==> config.mk <==
export PLATFORM = sky130hd
export DESIGN_NAME = mips_fetch_stage_flat
export DESIGN_NICKNAME = d
export VERILOG_FILES = /design/src/rtl/mips_pkg.sv /design/src/rtl/mips_fetch_stage_if.sv /design/src/rtl/mips_fetch_stage_instr_mem.sv /design/src/rtl/mips_fetch_stage.sv /design/src/flat_wrapper.sv
export SDC_FILE = /design/constraint.sdc
export NUM_CORES = 2
export LEC_CHECK = 0
export CAP_MARGIN = 25
export CORE_MARGIN = 8
export CORE_UTILIZATION = 30
export DETAILED_ROUTE_END_ITERATION = 16
export PLACE_DENSITY_LB_ADDON = 0.08
export SYNTH_ARGS = -nofsm -noshare
export SYNTH_HDL_FRONTEND = slang
export SYNTH_SLANG_ARGS = --single-unit
==> constraint.sdc <==
create_clock -name Clk -period 3.3 [get_ports Clk]
set_input_delay 0.66 -clock Clk [delete_from_list [all_inputs] [get_ports Clk]]
set_output_delay 0.66 -clock Clk [all_outputs]
set_load 0.05 [all_outputs]
==> src/rtl/mips_pkg.sv <==
// mips_pkg: shared constants for the MIPS pipeline
package mips_pkg;
    localparam int IW = 32;
    localparam logic [IW-1:0] MIPS_NOP = '0;
    localparam logic [31:0] PC_RESET = '0;
endpackage

==> src/rtl/mips_fetch_stage_if.sv <==
// mips_fetch_stage_if: program load, hazard/redirect controls and IF/ID outputs of the fetch stage
interface mips_fetch_stage_if #(parameter int AW = 6);
    logic          LoadEn;
    logic [AW-1:0] LoadAddr;
    logic [31:0]   LoadData;
    logic          Stall;
    logic          Redirect;
    logic [31:0]   RedirectPC;
    logic [31:0]   Opcode;
    logic [31:0]   PCPlus4;
    logic          IFValid;
    logic [31:0]   PC;
    modport master (
        output LoadEn, LoadAddr, LoadData, Stall, Redirect, RedirectPC,
        input  Opcode, PCPlus4, IFValid, PC
    );
    modport slave (
        input  LoadEn, LoadAddr, LoadData, Stall, Redirect, RedirectPC,
        output Opcode, PCPlus4, IFValid, PC
    );
endinterface

==> src/rtl/mips_fetch_stage_instr_mem.sv <==
// instr_mem: word-addressed instruction store, sync write, async read, NOP beyond DEPTH
module instr_mem import mips_pkg::*; #(
    parameter int DEPTH = 64,
    parameter int AW    = 6
) (
    input  logic          Clk,
    input  logic          we,
    input  logic [AW-1:0] waddr,
    input  logic [IW-1:0] wdata,
    input  logic [29:0]   raddr,
    output logic [IW-1:0] rdata
);
    logic [IW-1:0] mem [DEPTH];
    always_ff @(posedge Clk)
        if (we) mem[waddr] <= wdata;
    // raddr is the word address; any set bit above the index means past the end
    assign rdata = (|raddr[29:AW]) ? MIPS_NOP : mem[raddr[AW-1:0]];
endmodule

==> src/rtl/mips_fetch_stage.sv <==
// mips_fetch_stage: PC register, next-PC selection and IF/ID pipeline register
module mips_fetch_stage import mips_pkg::*; #(
    parameter int DEPTH = 64,
    parameter int AW    = 6
) (
    input logic Clk,
    input logic Re,
    mips_fetch_stage_if.slave bus
);
    logic [IW-1:0] fetched;
    logic [31:0]   pc_plus4;
    logic          hold;
    assign pc_plus4 = bus.PC + 32'd4;
    assign hold     = bus.LoadEn;
    instr_mem #(.DEPTH(DEPTH), .AW(AW)) u_mem (
        .Clk   (Clk),
        .we    (bus.LoadEn & ~Re),
        .waddr (bus.LoadAddr),
        .wdata (bus.LoadData),
        .raddr (bus.PC[31:2]),
        .rdata (fetched)
    );
    // a load freezes the pipeline, and redirect wins over stall
    always_ff @(posedge Clk) begin
        if (Re) begin
            bus.PC      <= PC_RESET;
            bus.Opcode  <= MIPS_NOP;
            bus.PCPlus4 <= '0;
            bus.IFValid <= 1'b0;
        end else if (!hold && bus.Redirect) begin
            bus.PC      <= bus.RedirectPC & ~32'h3;
            bus.Opcode  <= MIPS_NOP;
            bus.PCPlus4 <= '0;
            bus.IFValid <= 1'b0;
        end else if (!hold && !bus.Stall) begin
            bus.PC      <= pc_plus4;
            bus.Opcode  <= fetched;
            bus.PCPlus4 <= pc_plus4;
            bus.IFValid <= 1'b1;
        end
    end
endmodule

==> src/flat_wrapper.sv <==
// flat-port wrapper written by rule: the top's interface ports become plain ports
module mips_fetch_stage_flat import mips_pkg::*;
#(
    parameter int DEPTH = 64,
    parameter int AW    = 6
)
  (Clk, Re, bus_LoadEn, bus_LoadAddr, bus_LoadData, bus_Stall, bus_Redirect, bus_RedirectPC, bus_Opcode, bus_PCPlus4, bus_IFValid, bus_PC);
  mips_fetch_stage_if #(.AW(AW)) bus_i ();
  input logic Clk;
  input logic Re;
  input wire logic [$bits(bus_i.LoadEn)-1:0] bus_LoadEn;
  input wire logic [$bits(bus_i.LoadAddr)-1:0] bus_LoadAddr;
  input wire logic [$bits(bus_i.LoadData)-1:0] bus_LoadData;
  input wire logic [$bits(bus_i.Stall)-1:0] bus_Stall;
  input wire logic [$bits(bus_i.Redirect)-1:0] bus_Redirect;
  input wire logic [$bits(bus_i.RedirectPC)-1:0] bus_RedirectPC;
  output wire logic [$bits(bus_i.Opcode)-1:0] bus_Opcode;
  output wire logic [$bits(bus_i.PCPlus4)-1:0] bus_PCPlus4;
  output wire logic [$bits(bus_i.IFValid)-1:0] bus_IFValid;
  output wire logic [$bits(bus_i.PC)-1:0] bus_PC;
  assign bus_i.LoadEn = bus_LoadEn;
  assign bus_i.LoadAddr = bus_LoadAddr;
  assign bus_i.LoadData = bus_LoadData;
  assign bus_i.Stall = bus_Stall;
  assign bus_i.Redirect = bus_Redirect;
  assign bus_i.RedirectPC = bus_RedirectPC;
  assign bus_Opcode = bus_i.Opcode;
  assign bus_PCPlus4 = bus_i.PCPlus4;
  assign bus_IFValid = bus_i.IFValid;
  assign bus_PC = bus_i.PC;
  mips_fetch_stage #(.DEPTH(DEPTH), .AW(AW)) u_core (.Clk(Clk), .Re(Re), .bus(bus_i));
endmodule
==> qor.yml <==
sta:
  tightest_slew_ns: 0.981
  hold_violations: 0
  finalCriticalPeriod_ns: 2.99
  timing.final.crit_share_pct: 90.7
  relSlewSlack_pct: 34.6
  max_clock_freq_mhz: 334
  rsz0062_at_grt: "no"
  skew_ns: 0.0698
  setup-tns-final_ns: 0
  setup_viol: 0
  slew_viol_final: 0
global_route:
  grtUsageMet1_pct: 27.8
  grt.overflow.total: 0
  global_route.usage.met3_pct: 2.67
  grt.busiest_layer: "met2"
  antenna_found_initial: 30
  use_met2_pct: 32.2
  track_usage_pct: 19.5
  grt_first_pass_wirelength_um: 394000
  grt_pass1_vias: 43500
  grt_max_degree: 65
placed_design:
  dp_hpwl_um: 188000
  gp_congestion: 0.778
  port_buffers: 165
  placed_cell_area_um2: 92700
synthesis:
  ys_ff_latch: 2147
  synth_compound_area_share_pct: 2.84
  yosysWarnings: 0
  synth.distinct_cells: 66
  synthArstFlopShare_pct: 0
  synthMuxAreaShare_pct: 15.3
  synth-adder-area-share_pct: 0.0152
  synth_edf_count: 2048
  yosys.area_share.simple_pct: 2.86
  synth_area_per_cell_um2: 21.3
  syn_inst: 3853
  synth_xor_area_share_pct: 0.427
  synth_top_family_by_area: "multiplexers"
  synth-seq-area-share_pct: 77.3
  netlist_area_um2: 82100
  synth-main-ff-cell: "edfxtp_1"
layout:
  fin_area_um2: 100000
  area_delta_synth_final_pct: 21.9
  regArea_um2: 63500
  drive_above_1_share_pct: 30.1
  nNetsFinal: 4557
  multi_input_area_um2: 18100
  fillCellCount: 25200
  layout_commonest_cell: "edfxtp_1"
  final_cell_mix: "edfxtp_1 (2048), mux4_2 (510), buf_4 (276)"
power:
  p_clk_share_pct: 42.8
  p_switching_mw: 13.4
  switching_share_pct: 22.7
  total_leakage_power_nw: 30.5
  power_density_nw_per_um2: 591
  ir_worst_vdd_mv: 0.408
  p_int_mw: 45.8
  power_frac_seq_pct: 50.8
  power_frac_comb_pct: 6.4
floorplan:
  dieHeight_um: 539
  core_um2: 273000
  initial_core_util_pct: 30.1
  die_width_um: 539
  num_rows: 192
  io_pins: 172
  die_area_um2: 291000
cts:
  cts_made_buffers: 243
  cts_sinks: 2147
  htree_levels: 4
  cts_max_path_buffers: 4
  cts_tree: "yes"
  clk_pin_slew_ns: 0.06
  root_buffer: "clkbuf_16"
  cts_setup_buffers: 0
  cts-resized-gates: 0
  cts_hold_buf: 0
  clkLatencyLatePin_ns: 0.90
worst_setup_path:
  crit_family: "buffers and inverters"
  slowest_delay_ns: 0.90
  r2r_setup_slack_ns: 0.31
  critPathSlowestCell: "clkdlybuf4s50_1"
  reg2reg_to: "u_core.bus.Opcode[5]$_SDFFE_PP0P_"
  critPathLaunchType: "flop"
  crit_fanout: 2
  crit_arrival_ns: 2.33
  critical_path_required_ns: 2.64
  crit_path_start: "u_core.bus.Opcode[29]$_SDFFE_PP0P_"
  r2r_cells: 8
  cp_cell_sequence: "clkdlybuf4s50_1"
  worstPathBufferInverterCount: 1
  crit_type: "reg -> out"
  cp-end-kind: "primary output"
min_path:
  hold-path-cell-count: 1
  hp-class: "in -> reg"
  hold_end: "u_core.u_mem.mem[9][28]$_DFFE_PP_"
  hold_start: "bus_LoadData[28]"
outcome:
  outcome: "completed"
detailed_routing:
  first_pass_iters: 5
  routedWlPerCell_um: 35.2
  first_iter_violations: 4262
  routed_wl_um: 291000
  avgViaCountPerCell: 5.20
  postRouteAntennaNets: 0
  drc: 0
  num_vias: 43000
job:
  cap_violations: 0
[cell usage after synthesis (21+ instances only)]
cell      instances  area (um2)
nor2_1          129         484
buf_2            76         380
a22oi_1          62         465
mux4_2          510       11500
o22ai_1          66         413
edfxtp_1       2048       61500
nor3_1           40         200
mux2i_1          78         781
nand2_1         154         578
buf_4            21         158
mux2_2           23         259
nor2b_1          24         150
a211oi_1         21         158
xor2_1           23         201
o21ai_0          64         320
buf_1            28         105
clkbuf_1         84         315
nand3_1          60         300
dfxtp_1          99        1980
[per-layer routing]
layer  part of all wire [%]  vias to the layer above  routed length (um)
li1                       -                    17500                   -
met1                     45                    23900              131000
met2                     48                     1303              140000
met3                    5.0                      303               14600
met4                    1.7                        4                5090
met5                 0.0079                        -                  23
[state kept, by name (all words and copies together) (netlist names), named ones only]
register            flops
u_core.u_mem.mem     2048
u_core.bus.IFValid      1
u_core.bus.PCPlus4     30
u_core.bus.PC          30
u_core.bus.Opcode      32
[power by group through the flow]
stage / clock network, mW / registers [mW] / logic (mW)
6_report: 25.3 / 30.1 / 3.77
3_5_place_dp: 0 / 30.6 / 3.86
5_1_grt: 27.0 / 30.1 / 4.00
4_1_cts: 26.0 / 30.1 / 3.87
2_1_floorplan: 0 / 30.7 / 1.73
3_3_place_gp: 0 / 30.6 / 3.85
[worst max-delay path by stage]
| stage | to | slack, ns | cells after the start |
|---|---|---|---|
| after floorplan | u_core.u_mem.mem[16][0]$_DFFE_PP_ | 0.03 | 4 |
| after global placement | u_core.bus.Opcode[0]$_SDFFE_PP0P_ | -0.05 | 8 |
| after CTS | u_core.bus.Opcode[5]$_SDFFE_PP0P_ | 0.20 | 8 |
| after global routing | u_core.bus.Opcode[6]$_SDFFE_PP0P_ | 0.13 | 7 |
| final | bus_Opcode[29] | 0.31 | 1 |
| after detailed placement | u_core.bus.Opcode[0]$_SDFFE_PP0P_ | -0.09 | 8 |
[area by class of cell]
cell class,instances,share of cell area (%)
Inverter,4,0.0163
Timing Repair Buffer,593,6.61
Clock buffer,327,6.55
Clock inverter,116,0.778
Antenna cell,5,0.0125
Tap cell,3589,4.49
Sequential cell,2147,63.5
Multi-Input combinational cell,1492,18.1
[through the flow]
stage	worst slack, ns	utilization, %	std cells	hold slack (ns)	power, mW
after detailed placement	-0.0910	34.0	7823	0.444	34.5
after global placement	-0.0484	33.9	7821	0.438	34.5
final	0.306	36.7	8273	0.165	59.2
after floorplan	0.0300	-	3856	0.657	32.4
after global routing	0.132	36.7	8269	0.110	61.0
after CTS	0.196	36.6	8266	0.0930	60.0
[kinds of logic after synthesis]
logic type	count (synthesis)
DFF	2147
other	1
AOI/OAI and AO/OA	335
adders and majority gates	1
xor gates and xnor gates	40
and+or+nand+nor	501
muxes	611
buffers and inverters	217
No activity file was read; power rests on OpenSTA's default activity.
